===== src/rtl/tlc_rr_if.sv =====
// Sensor and lamp bundle for the tlc_rr traffic light controller.
// The controller sits on the slave side; sensors and lamp drivers use master.
interface tlc_rr_if #(
   parameter int N_DIR = 2
);
   localparam int DIR_W = (N_DIR > 1) ? $clog2(N_DIR) : 1;

   logic [N_DIR-1:0]   car;
   logic               ped;
   logic [3*N_DIR-1:0] light;
   logic [1:0]         light_ped;
   logic [DIR_W-1:0]   active_dir;
   logic               ped_pending;
   logic [2:0]         state_o;

   modport master (
      output car, ped,
      input  light, light_ped, active_dir, ped_pending, state_o
   );

   modport slave (
      input  car, ped,
      output light, light_ped, active_dir, ped_pending, state_o
   );
endinterface


===== src/rtl/tlc_rr.sv =====
// tlc_rr: N-approach traffic light controller with an internal phase timer,
// latched pedestrian requests and round-robin service of vehicle approaches.
// Every state, timer and latch update is gated by clk_en; the lamps are
// registered images of the next state so they never glitch.

// Configuration checks and the lamp safety invariant, kept apart from the
// controller logic.
module tlc_rr_chk #(
   parameter int N_DIR       = 2,
   parameter int TIMER_W     = 4,
   parameter int GREEN_MIN   = 4,
   parameter int GREEN_MAX   = 10,
   parameter int YELLOW_T    = 2,
   parameter int ALLRED_T    = 1,
   parameter int PED_WALK_T  = 5,
   parameter int PED_CLEAR_T = 3
) (
   input logic               clk,
   input logic               rst_n,
   input logic [3*N_DIR-1:0] light,
   input logic [1:0]         light_ped
);
   localparam int T_MAX = (1 << TIMER_W) - 1;

   if ((N_DIR < 2) || (N_DIR > 8)) begin : g_bad_ndir
      $error("tlc_rr: N_DIR must lie in 2..8");
   end
   if ((GREEN_MIN < 1) || (GREEN_MAX < GREEN_MIN) || (YELLOW_T < 1) || (ALLRED_T < 1)
       || (PED_WALK_T < 1) || (PED_CLEAR_T < 1)) begin : g_bad_dur
      $error("tlc_rr: phase durations out of range");
   end
   if ((GREEN_MAX > T_MAX) || (GREEN_MIN > T_MAX) || (YELLOW_T > T_MAX) || (ALLRED_T > T_MAX)
       || (PED_WALK_T > T_MAX) || (PED_CLEAR_T > T_MAX)) begin : g_bad_timer
      $error("tlc_rr: a phase duration does not fit in TIMER_W bits");
   end

   int   lit_cnt_s;
   logic safe_s;

   // Count lit approaches and decide whether the lamp pattern is safe.
   always_comb begin
      lit_cnt_s = 0;
      for (int i = 0; i < N_DIR; i++) begin
         if (light[3*i +: 3] != 3'b100) begin
            lit_cnt_s = lit_cnt_s + 1;
         end else begin
            lit_cnt_s = lit_cnt_s;
         end
      end
      if (lit_cnt_s > 1) begin
         safe_s = 1'b0;
      end else if ((lit_cnt_s == 1) && (light_ped != 2'b00)) begin
         safe_s = 1'b0;
      end else begin
         safe_s = 1'b1;
      end
   end

   a_lamp_safe: assert property (@(posedge clk) disable iff (!rst_n) safe_s)
      else $error("tlc_rr: lamp safety invariant violated");
endmodule

module tlc_rr #(
   parameter int N_DIR       = 2,
   parameter int TIMER_W     = 4,
   parameter int GREEN_MIN   = 4,
   parameter int GREEN_MAX   = 10,
   parameter int YELLOW_T    = 2,
   parameter int ALLRED_T    = 1,
   parameter int PED_WALK_T  = 5,
   parameter int PED_CLEAR_T = 3
) (
   input logic     clk,
   input logic     rst_n,
   input logic     clk_en,
   tlc_rr_if.slave bus
);
   localparam int DIR_W = (N_DIR > 1) ? $clog2(N_DIR) : 1;

   typedef enum logic [2:0] {
      ST_ALL_RED   = 3'd0,
      ST_GREEN     = 3'd1,
      ST_YELLOW    = 3'd2,
      ST_PED_WALK  = 3'd3,
      ST_PED_CLEAR = 3'd4
   } state_t;

   // Last elapsed value of each timed phase: the phase ends on this tick.
   localparam logic [TIMER_W-1:0] ALLRED_LAST = TIMER_W'(ALLRED_T - 1);
   localparam logic [TIMER_W-1:0] GMIN_LAST   = TIMER_W'(GREEN_MIN - 1);
   localparam logic [TIMER_W-1:0] GMAX_LAST   = TIMER_W'(GREEN_MAX - 1);
   localparam logic [TIMER_W-1:0] YELLOW_LAST = TIMER_W'(YELLOW_T - 1);
   localparam logic [TIMER_W-1:0] WALK_LAST   = TIMER_W'(PED_WALK_T - 1);
   localparam logic [TIMER_W-1:0] CLEAR_LAST  = TIMER_W'(PED_CLEAR_T - 1);
   localparam logic [TIMER_W-1:0] ELAPSED_SAT = {TIMER_W{1'b1}};
   localparam logic [TIMER_W-1:0] ELAPSED_ONE = TIMER_W'(1);
   localparam logic [DIR_W-1:0]   DIR_LAST    = DIR_W'(N_DIR - 1);

   state_t             state_r, state_nxt_s;
   logic [TIMER_W-1:0] elapsed_r, elapsed_nxt_s;
   logic [DIR_W-1:0]   dir_r, dir_nxt_s;
   logic               pend_r, pend_nxt_s;
   logic               hold_s;
   logic [3*N_DIR-1:0] light_r;
   logic [1:0]         light_ped_r;
   logic [2:0]         state_o_r;

   logic               other_demand_s;
   logic               own_s;
   logic               any_car_s;
   logic [DIR_W-1:0]   rr_pick_s;
   int                 dist_s;
   int                 best_dist_s;

   // Lamp image for a given state and granted approach.
   function automatic logic [3*N_DIR-1:0] lamps_f(input state_t st, input logic [DIR_W-1:0] dir);
      logic [3*N_DIR-1:0] lamps_v;
      lamps_v = {N_DIR{3'b100}};
      for (int i = 0; i < N_DIR; i++) begin
         if ((st == ST_GREEN) && (dir == DIR_W'(i))) begin
            lamps_v[3*i +: 3] = 3'b001;
         end else if ((st == ST_YELLOW) && (dir == DIR_W'(i))) begin
            lamps_v[3*i +: 3] = 3'b010;
         end else begin
            lamps_v[3*i +: 3] = 3'b100;
         end
      end
      return lamps_v;
   endfunction

   // Pedestrian lamp image for a given state.
   function automatic logic [1:0] ped_lamp_f(input state_t st);
      logic [1:0] lamp_v;
      case (st)
         ST_PED_WALK:  lamp_v = 2'b01;
         ST_PED_CLEAR: lamp_v = 2'b10;
         default:      lamp_v = 2'b00;
      endcase
      return lamp_v;
   endfunction

   // Demand seen by the granted approach: its own car bit versus everyone else.
   always_comb begin
      own_s          = bus.car[dir_r];
      other_demand_s = pend_r;
      for (int i = 0; i < N_DIR; i++) begin
         if (bus.car[i] && (dir_r != DIR_W'(i))) begin
            other_demand_s = 1'b1;
         end else begin
            other_demand_s = other_demand_s;
         end
      end
   end

   // Round-robin pick: nearest requesting approach after dir_r, dir_r itself last.
   always_comb begin
      any_car_s   = 1'b0;
      rr_pick_s   = dir_r;
      best_dist_s = N_DIR + 1;
      dist_s      = 0;
      for (int i = 0; i < N_DIR; i++) begin
         dist_s = i - int'(dir_r);
         if (dist_s <= 0) begin
            dist_s = dist_s + N_DIR;
         end else begin
            dist_s = dist_s;
         end
         if (bus.car[i] && (dist_s < best_dist_s)) begin
            best_dist_s = dist_s;
            any_car_s   = 1'b1;
            rr_pick_s   = DIR_W'(i);
         end else begin
            best_dist_s = best_dist_s;
         end
      end
   end

   // Next-state decision; only clk_en ticks may move the controller.
   always_comb begin
      state_nxt_s = state_r;
      dir_nxt_s   = dir_r;
      hold_s      = 1'b0;
      if (clk_en) begin
         case (state_r)
            ST_ALL_RED: begin
               if (elapsed_r == ALLRED_LAST) begin
                  if (pend_r) begin
                     state_nxt_s = ST_PED_WALK;
                  end else if (any_car_s) begin
                     state_nxt_s = ST_GREEN;
                     dir_nxt_s   = rr_pick_s;
                  end else begin
                     hold_s = 1'b1;
                  end
               end else begin
                  state_nxt_s = ST_ALL_RED;
               end
            end
            ST_GREEN: begin
               if ((elapsed_r >= GMIN_LAST) && other_demand_s
                   && (!own_s || (elapsed_r >= GMAX_LAST))) begin
                  state_nxt_s = ST_YELLOW;
               end else begin
                  state_nxt_s = ST_GREEN;
               end
            end
            ST_YELLOW: begin
               if (elapsed_r == YELLOW_LAST) begin
                  state_nxt_s = ST_ALL_RED;
               end else begin
                  state_nxt_s = ST_YELLOW;
               end
            end
            ST_PED_WALK: begin
               if (elapsed_r == WALK_LAST) begin
                  state_nxt_s = ST_PED_CLEAR;
               end else begin
                  state_nxt_s = ST_PED_WALK;
               end
            end
            ST_PED_CLEAR: begin
               if (elapsed_r == CLEAR_LAST) begin
                  state_nxt_s = ST_ALL_RED;
               end else begin
                  state_nxt_s = ST_PED_CLEAR;
               end
            end
            default: begin
               state_nxt_s = ST_ALL_RED;
            end
         endcase
      end else begin
         state_nxt_s = state_r;
      end
   end

   // Phase timer: restart on any state change, otherwise count ticks and saturate.
   always_comb begin
      if (state_nxt_s != state_r) begin
         elapsed_nxt_s = {TIMER_W{1'b0}};
      end else if (!clk_en || hold_s || (elapsed_r == ELAPSED_SAT)) begin
         elapsed_nxt_s = elapsed_r;
      end else begin
         elapsed_nxt_s = elapsed_r + ELAPSED_ONE;
      end
   end

   // Pedestrian latch: cleared on walk entry, deaf while walking, set otherwise.
   always_comb begin
      if (!clk_en) begin
         pend_nxt_s = pend_r;
      end else if (state_nxt_s == ST_PED_WALK) begin
         pend_nxt_s = 1'b0;
      end else if (bus.ped && (state_r != ST_PED_WALK)) begin
         pend_nxt_s = 1'b1;
      end else begin
         pend_nxt_s = pend_r;
      end
   end

   // Controller registers; the outputs are registered images of the next state.
   always_ff @(posedge clk or negedge rst_n) begin
      if (!rst_n) begin
         state_r     <= ST_ALL_RED;
         elapsed_r   <= {TIMER_W{1'b0}};
         dir_r       <= DIR_LAST;
         pend_r      <= 1'b0;
         light_r     <= {N_DIR{3'b100}};
         light_ped_r <= 2'b00;
         state_o_r   <= 3'd0;
      end else begin
         state_r     <= state_nxt_s;
         elapsed_r   <= elapsed_nxt_s;
         dir_r       <= dir_nxt_s;
         pend_r      <= pend_nxt_s;
         light_r     <= lamps_f(state_nxt_s, dir_nxt_s);
         light_ped_r <= ped_lamp_f(state_nxt_s);
         state_o_r   <= state_nxt_s;
      end
   end

   assign bus.light       = light_r;
   assign bus.light_ped   = light_ped_r;
   assign bus.active_dir  = dir_r;
   assign bus.ped_pending = pend_r;
   assign bus.state_o     = state_o_r;

   tlc_rr_chk #(
      .N_DIR       (N_DIR),
      .TIMER_W     (TIMER_W),
      .GREEN_MIN   (GREEN_MIN),
      .GREEN_MAX   (GREEN_MAX),
      .YELLOW_T    (YELLOW_T),
      .ALLRED_T    (ALLRED_T),
      .PED_WALK_T  (PED_WALK_T),
      .PED_CLEAR_T (PED_CLEAR_T)
   ) u_chk (
      .clk       (clk),
      .rst_n     (rst_n),
      .light     (light_r),
      .light_ped (light_ped_r)
   );
endmodule


===== src/flat_wrapper.sv =====
// flat-port wrapper written by rule: the top's interface ports become plain ports
module tlc_rr_flat 
#(
   parameter int N_DIR       = 2,
   parameter int TIMER_W     = 4,
   parameter int GREEN_MIN   = 4,
   parameter int GREEN_MAX   = 10,
   parameter int YELLOW_T    = 2,
   parameter int ALLRED_T    = 1,
   parameter int PED_WALK_T  = 5,
   parameter int PED_CLEAR_T = 3
)
  (clk, rst_n, clk_en, bus_car, bus_ped, bus_light, bus_light_ped, bus_active_dir, bus_ped_pending, bus_state_o);
  tlc_rr_if #(.N_DIR(N_DIR)) bus_i ();
  input logic clk;
  input logic rst_n;
  input logic clk_en;
  input wire logic [$bits(bus_i.car)-1:0] bus_car;
  input wire logic [$bits(bus_i.ped)-1:0] bus_ped;
  output wire logic [$bits(bus_i.light)-1:0] bus_light;
  output wire logic [$bits(bus_i.light_ped)-1:0] bus_light_ped;
  output wire logic [$bits(bus_i.active_dir)-1:0] bus_active_dir;
  output wire logic [$bits(bus_i.ped_pending)-1:0] bus_ped_pending;
  output wire logic [$bits(bus_i.state_o)-1:0] bus_state_o;
  assign bus_i.car = bus_car;
  assign bus_i.ped = bus_ped;
  assign bus_light = bus_i.light;
  assign bus_light_ped = bus_i.light_ped;
  assign bus_active_dir = bus_i.active_dir;
  assign bus_ped_pending = bus_i.ped_pending;
  assign bus_state_o = bus_i.state_o;
  tlc_rr #(.N_DIR(N_DIR), .TIMER_W(TIMER_W), .GREEN_MIN(GREEN_MIN), .GREEN_MAX(GREEN_MAX), .YELLOW_T(YELLOW_T), .ALLRED_T(ALLRED_T), .PED_WALK_T(PED_WALK_T), .PED_CLEAR_T(PED_CLEAR_T)) u_core (.clk(clk), .rst_n(rst_n), .clk_en(clk_en), .bus(bus_i));
endmodule

===== config.mk =====
export PLATFORM = sky130hd
export DESIGN_NAME = tlc_rr_flat
export DESIGN_NICKNAME = d
export VERILOG_FILES = /design/src/rtl/tlc_rr_if.sv /design/src/rtl/tlc_rr.sv /design/src/flat_wrapper.sv
export SDC_FILE = /design/constraint.sdc
export NUM_CORES = 1
export LEC_CHECK = 0
export ABC_CLOCK_PERIOD_IN_PS = 4750
export CAP_MARGIN = 15
export CORE_ASPECT_RATIO = 1.4
export CORE_MARGIN = 2
export CORE_UTILIZATION = 55
export DETAILED_ROUTE_END_ITERATION = 8
export PLACE_DENSITY = 0.83
export SLEW_MARGIN = 5
export SYNTH_ARGS = -nofsm -noshare
export SYNTH_HDL_FRONTEND = slang
export SYNTH_SLANG_ARGS = --single-unit
export TNS_END_PERCENT = 30

===== constraint.sdc =====
create_clock -name clk -period 4.75 [get_ports clk]
set_clock_uncertainty 0.1 [all_clocks]
set_input_delay 0.7125 -clock clk [delete_from_list [all_inputs] [get_ports clk]]
set_output_delay 0.7125 -clock clk [all_outputs]
set_load 0.03 [all_outputs]

==> impl_metrics.tcl, run 1 <==
set metrics [dict create \
    status "complete, no violations" \
    synth_xor_area_share_pct 2.44 \
    syn_nets 115 \
    syn_inst 105 \
    die_area_sq_um 2330 \
    min_period_over_period_pct 53.3 \
    drtPass1Iterations 4 \
    via_per_inst 6.18 \
    area_growth_pct 17.0 \
    yosys.area_share.simple_pct 26.5 \
    die_x_um 41.4 \
    slew_violations 0 \
    max_freq_mhz 395 \
    yosys.area.top_type_share_pct 32.6 \
    antenna_found_initial 0 \
    nets 133 \
    yosys.area.top_type "dfrtp_1" \
    layout_common_cells "clkdlybuf4s50_1 (18), dfrtp_1 (14), nor2_1 (7), nand2_1 (7)" \
    final-setup-viol-count 0 \
    hpwl_um 1710 \
    ys_ff_latch 17 \
    synth_top_family_by_area "simple AND/OR/NAND/NOR gates" \
    fin_cells 142 \
    num_vias 878 \
    wire_per_inst_um 17.1 \
    cts_made_buffers 3 \
    rsz0062_at_grt "no" \
    cp-end-kind "register" \
    syn_avg_cell_area_sq_um 10.2 \
    yosys_warnings 0 \
    worstPathArrival_ps 2650 \
    path_clk_slew_ps 100 \
    crit_path_start_kind "primary input" \
    cts-resized-gates 0 \
    maxCapViolCount 0 \
    grt_pass1_wl_um 3930 \
    crit_required_ps 4870 \
    grt_max_degree 18 \
    io_pins 19 \
    core_area_sq_um 1800 \
    cts_buffer_depth 2 \
    stdcell_area_sq_um 1260 \
    ys_types 44 \
    peakVddDrop_v 0.000446 \
    synth_fa_ha_area_share_pct 4.65 \
    p_leak_nw 0.534 \
    cp_max_fo 13 \
    finalCriticalPeriod_ps 2530 \
    fin_setup_tns_ps 0 \
    routed_wl_um 2430 \
    yosys-top-cells-area "dfrtp_1 (33%), dfstp_2 (7.3%), ha_1 (4.7%)" \
    portBuffers 18 \
    final_common_cell "clkdlybuf4s50_1" \
    fin_hold_ws_ps 563 \
    ant_nets 0 \
    post_cts_buffers 0 \
    synth_area_sq_um 1080 \
    crit_type "primary input to register" \
    first_iter_violations 20 \
    worstMarginPinSlew_ps 761 \
    drc 0 \
    clock_sinks 17 \
    place_area_sq_um 1230 \
    seq_area_frac_synth_pct 39.9 \
    layout-drive-gt1-share_pct 13.9 \
    initial_core_util_pct 59.7 \
    die_h_um 56.3 \
    overflow 0 \
    post-route-util_pct 69.9 \
    hp-class "register to register" \
    clockRootBuffer "clkbuf_4" \
    yosys-mux-area-fraction_pct 2.91 \
    hold_viol 0 \
    grtUsageTotal_pct 23.9 \
    dp_cells 138 \
    clock_latency_ps 300 \
    power.density_nw_per_um2 697 \
    std_cell_rows 18 \
    place.gp.congestion 0.793 \
    tritoncts "yes" \
    relSlewSlack_pct 49.1 \
    holdBufCountCts 0 \
    cts_htree_levels 1 \
    diodes 0 \
    synth-compound-area-share_pct 16.9 \
    grt_pass1_vias 867 \
]
-- worst paths after layout --
kind                                            start  depth (start not counted)  slack (ps)                      to
worst max register to register    u_core.elapsed_r[0]                          7        2430     u_core.bus.light[3]
worst min register to register  u_core.bus.active_dir                          2         560   u_core.bus.active_dir
worst min-delay path            u_core.bus.active_dir                          2         560   u_core.bus.active_dir
max in group asynchronous                       rst_n                          1        3330  u_core.bus.ped_pending
worst max-delay path                           clk_en                          6        2220     u_core.bus.light[1]
min in group asynchronous                       rst_n                          1         750     u_core.elapsed_r[0]
-- where the power goes --
| part | leakage (nW) | switching (W) | internal (W) | total, W |
|---|---|---|---|---|
| clock | 0.0177 | 0.0000487 | 0.0000314 | 0.0000801 |
| sequential | 0.214 | 0.0000843 | 0.000209 | 0.000293 |
| combinational | 0.303 | 0.000287 | 0.000217 | 0.000504 |
-- layer usage --
metal / global-route usage (%) / part of all wire, % / vias to the layer above
li1: - / - / 416
met1: 31.1 / 41 / 427
met2: 39.3 / 53 / 28
met3: 2.77 / 4.2 / 7
met4: 7.37 / 1.4 / 0
met5: 0 / 0 / -
-- critical path: stages --
cell             delay (ps)
clkdlybuf4s50_1         730
nor4bb_1                350
o211ai_1                170
o22ai_1                 210
or2_1                   270
nor3b_1                 200
-- stage by stage --
| step | power, W | setup slack, ps |
|---|---|---|
| 5_1_grt | 0.000927 | 2050 |
| 2_1_floorplan | 0.000658 | 2700 |
| 4_1_cts | 0.000873 | 2220 |
| 3_5_place_dp | 0.000789 | 1980 |
| 6_report | 0.000878 | 2220 |
| 3_3_place_gp | 0.000769 | 2050 |
-- area by class of cell --
class / count / area [sq um]
fillers: 156 / 543
repair buffers: 18 / 180
clock buffers: 3 / 22.5
clock inverters: 1 / 5.00
multi-input cells: 77 / 574
well taps: 20 / 25.0
flip-flops and latches: 17 / 429
inverters: 6 / 22.5
-- flip-flops by register name, indices dropped and copies added (netlist names) --
signal and flops:
u_core.bus.light_ped 2, u_core.bus.light 6, u_core.state_r 3, u_core.elapsed_r 4
u_core.bus.active_dir 1, u_core.bus.ped_pending 1
-- cell usage after synthesis (all sizes together) --
cell and instances:
a211oi 1, a21o 2, a21oi 3, a31oi 2
a32oi 1, a41oi 2, and3 3, and3b 1
buf 5, dfrtp 14, dfstp 3, ha 4
inv 6, mux2 1, mux2i 2, nand2 7
nand3 3, nand3b 2, nand4b 1, nor2 7
nor2b 3, nor3 7, nor3b 4, nor4b 1
nor4bb 1, o211a 1, o211ai 2, o21ai 2
o21bai 2, o22a 1, o22ai 1, o311ai 1
o31ai 1, or2 1, or2b 1, or3 1
or3b 2, xnor2 3
-- kinds of logic after synthesis --
kind of cell             count (synthesis)
flip-flops                              17
XOR/XNOR                                 3
adder cells (fa/ha/maj)                  4
multiplexers                             3
buffers and inverters                   11
AO/OA/AOI/OAI                           22
AND/OR/NAND/NOR                         45
Note: power is estimated with default switching activity, not from simulation.
==> run 2: changes to the inputs <==
--- a/config.mk
+++ b/config.mk
@@ -5,13 +5,13 @@
 export SDC_FILE = /design/constraint.sdc
 export NUM_CORES = 1
 export LEC_CHECK = 0
-export ABC_CLOCK_PERIOD_IN_PS = 4750
+export ABC_CLOCK_PERIOD_IN_PS = 2600
 export CAP_MARGIN = 15
 export CORE_ASPECT_RATIO = 1.4
 export CORE_MARGIN = 2
-export CORE_UTILIZATION = 55
+export CORE_UTILIZATION = 51
 export DETAILED_ROUTE_END_ITERATION = 8
-export PLACE_DENSITY = 0.83
+export PLACE_DENSITY = 0.78
 export SLEW_MARGIN = 5
 export SYNTH_ARGS = -nofsm -noshare
 export SYNTH_HDL_FRONTEND = slang
==> constraint.sdc (replaced) <==
create_clock -name clk -period 2.6 [get_ports clk]
set_clock_uncertainty 0.1 [all_clocks]
set_input_delay 0.39 -clock clk [delete_from_list [all_inputs] [get_ports clk]]
set_output_delay 0.39 -clock clk [all_outputs]
set_load 0.03 [all_outputs]
==> run 2 against run 1 <==
Compared with the run above: worst hold slack got worse by 140 ps; register-to-register slack got worse by 2100 ps; clock-buffer cell count did not move; highest routed layer unchanged.
==> impl_metrics.tcl, run 2 (synthesis results as in run 1) <==
set metrics [dict create \
    std_cell_rows 19 \
    drc 0 \
    power.density_nw_per_um2 1230 \
    layout-drive-gt1-share_pct 15.3 \
    diodes 0 \
    initial_core_util_pct 54.5 \
    fin_setup_tns_ps 0 \
    path_clk_slew_ps 90 \
    grt_use_met2_pct 32.7 \
    maxCapViolCount 0 \
    wire_per_inst_um 14.7 \
    final-setup-viol-count 0 \
    finalCriticalPeriod_ps 2290 \
    cp_cell_sequence "inv_1 > ha_1 > or3b_1 > a21oi_2 > o311ai_1 > a211oi_1 > nor2b_1" \
    worstMarginPinSlew_ps 695 \
    grt.met1_usage_pct 24.0 \
    internal_power_w 0.000840 \
    cts_htree_levels 1 \
    first_iter_violations 17 \
    cts-resized-gates 0 \
    switching_power_w 0.000724 \
    drtPass1Iterations 4 \
    post_cts_buffers 0 \
    grtUsageMet3_pct 1.23 \
    crit_path_start_kind "register" \
    antenna_found_initial 0 \
    slew_violations 0 \
    area_growth_pct 18.5 \
    p_seq_share_pct 33.2 \
    relSlewSlack_pct 53.5 \
    die_area_sq_um 2500 \
    hp-class "primary input to async pin" \
    crit_required_ps 2720 \
    worstPathArrival_ps 2400 \
    grtUsageTotal_pct 19.7 \
    tritoncts "yes" \
    r2r_setup_slack_ps 310 \
    routed_wl_um 2130 \
    rr_worst_depth 7 \
    fin_hold_ws_ps 419 \
    min_period_over_period_pct 88.0 \
    via_per_inst 5.95 \
    nets 135 \
    grt_max_degree 18 \
    crit_slowest_cell "dfrtp_1" \
    layout_common_cells "clkdlybuf4s50_1 (18), dfrtp_1 (14), nor2_1 (7), nand2_1 (7)" \
    cp-end-kind "register" \
    io_pins 19 \
    peakVddDrop_v 0.000720 \
    p_comb_share_pct 58.3 \
    place.gp.congestion 0.855 \
    largest_register_ffs 6 \
    ant_nets 0 \
    die_h_um 58.4 \
    cts_made_buffers 3 \
    cp_max_fo 5 \
    portBuffers 18 \
    crit_type "register to register" \
    cp_slowest_stage_delay_ps 440 \
    pre_cts_slack_ps 222 \
    rsz0062_at_grt "no" \
    worstReg2RegStart "u_core.elapsed_r[0]" \
    grt_pass1_wl_um 3630 \
    reg2reg_to "u_core.bus.light[3]" \
    overflow 0 \
    grt_pass1_vias 831 \
    clockRootBuffer "clkbuf_4" \
    swShare_pct 46.3 \
    p_clk_share_pct 8.5 \
    hpwl_um 1670 \
    die_x_um 42.8 \
    p_leak_nw 0.543 \
    clock_sinks 17 \
    clock_latency_ps 280 \
    power_w 0.00156 \
    cts_buffer_depth 2 \
    top_usage_layer "met2" \
    holdBufCountCts 0 \
    hold_viol 0 \
    num_vias 863 \
    setup_ws_ps 312 \
    core_area_sq_um 1970 \
    max_freq_mhz 437 \
    status "complete, no violations" \
    final_common_cell "clkdlybuf4s50_1" \
]
run 2: worst max-delay path by stage:
stage | startpoint | endpoint | slack (ps) | depth (start not counted)
floorplan | u_core.elapsed_r[0] | u_core.bus.light_ped[0] | 550 | 7
global placement | clk_en | u_core.bus.light[1] | 320 | 6
detailed placement | clk_en | u_core.bus.light[1] | 220 | 6
CTS | u_core.elapsed_r[0] | u_core.bus.light[3] | 270 | 7
global route | u_core.elapsed_r[0] | u_core.bus.light[3] | 130 | 7
finish | u_core.elapsed_r[0] | u_core.bus.light[3] | 310 | 7
run 2: area by class of cell:
cell class                      count  area, sq um
Timing Repair Buffer               20          195
Clock buffer                        3         22.5
Multi-Input combinational cell     77          574
Fill cell                         170          698
Clock inverter                      1         5.00
Sequential cell                    17          429
Tap cell                           21         26.3
Inverter                            6         22.5
run 2: power by group through the flow:
stage,combinational (W),clock (W),sequential (W)
after floorplan,0.000582,0,0.000621
after global placement,0.000901,0,0.000520
after detailed placement,0.000918,0,0.000520
after CTS,0.000924,0.000138,0.000519
after global routing,0.000995,0.000148,0.000539
final,0.000912,0.000133,0.000519
run 2: layer usage:
layer	part of all wire, %	wire (um)
met1	42	884
met2	52	1100
met3	2.6	55
met4	4.1	87
met5	0	0
run 2: worst max-delay path, delay by kind of cell, from the launching register on:
kind	cells	cell delay (ps)
AO/OA/AOI/OAI	3	800
adder cells (fa/ha/maj)	1	210
AND/OR/NAND/NOR	2	570
flip-flops	1	440
buffers and inverters	1	100
run 2: through the flow:
step / area (sq um) / std cells / util (%)
5_1_grt: 1270 / 145 / 64.6
3_3_place_gp: 1250 / 141 / 63.2
2_1_floorplan: 1080 / 105 / -
4_1_cts: 1270 / 145 / 64.6
6_report: 1270 / 145 / 64.6
3_5_place_dp: 1250 / 141 / 63.2
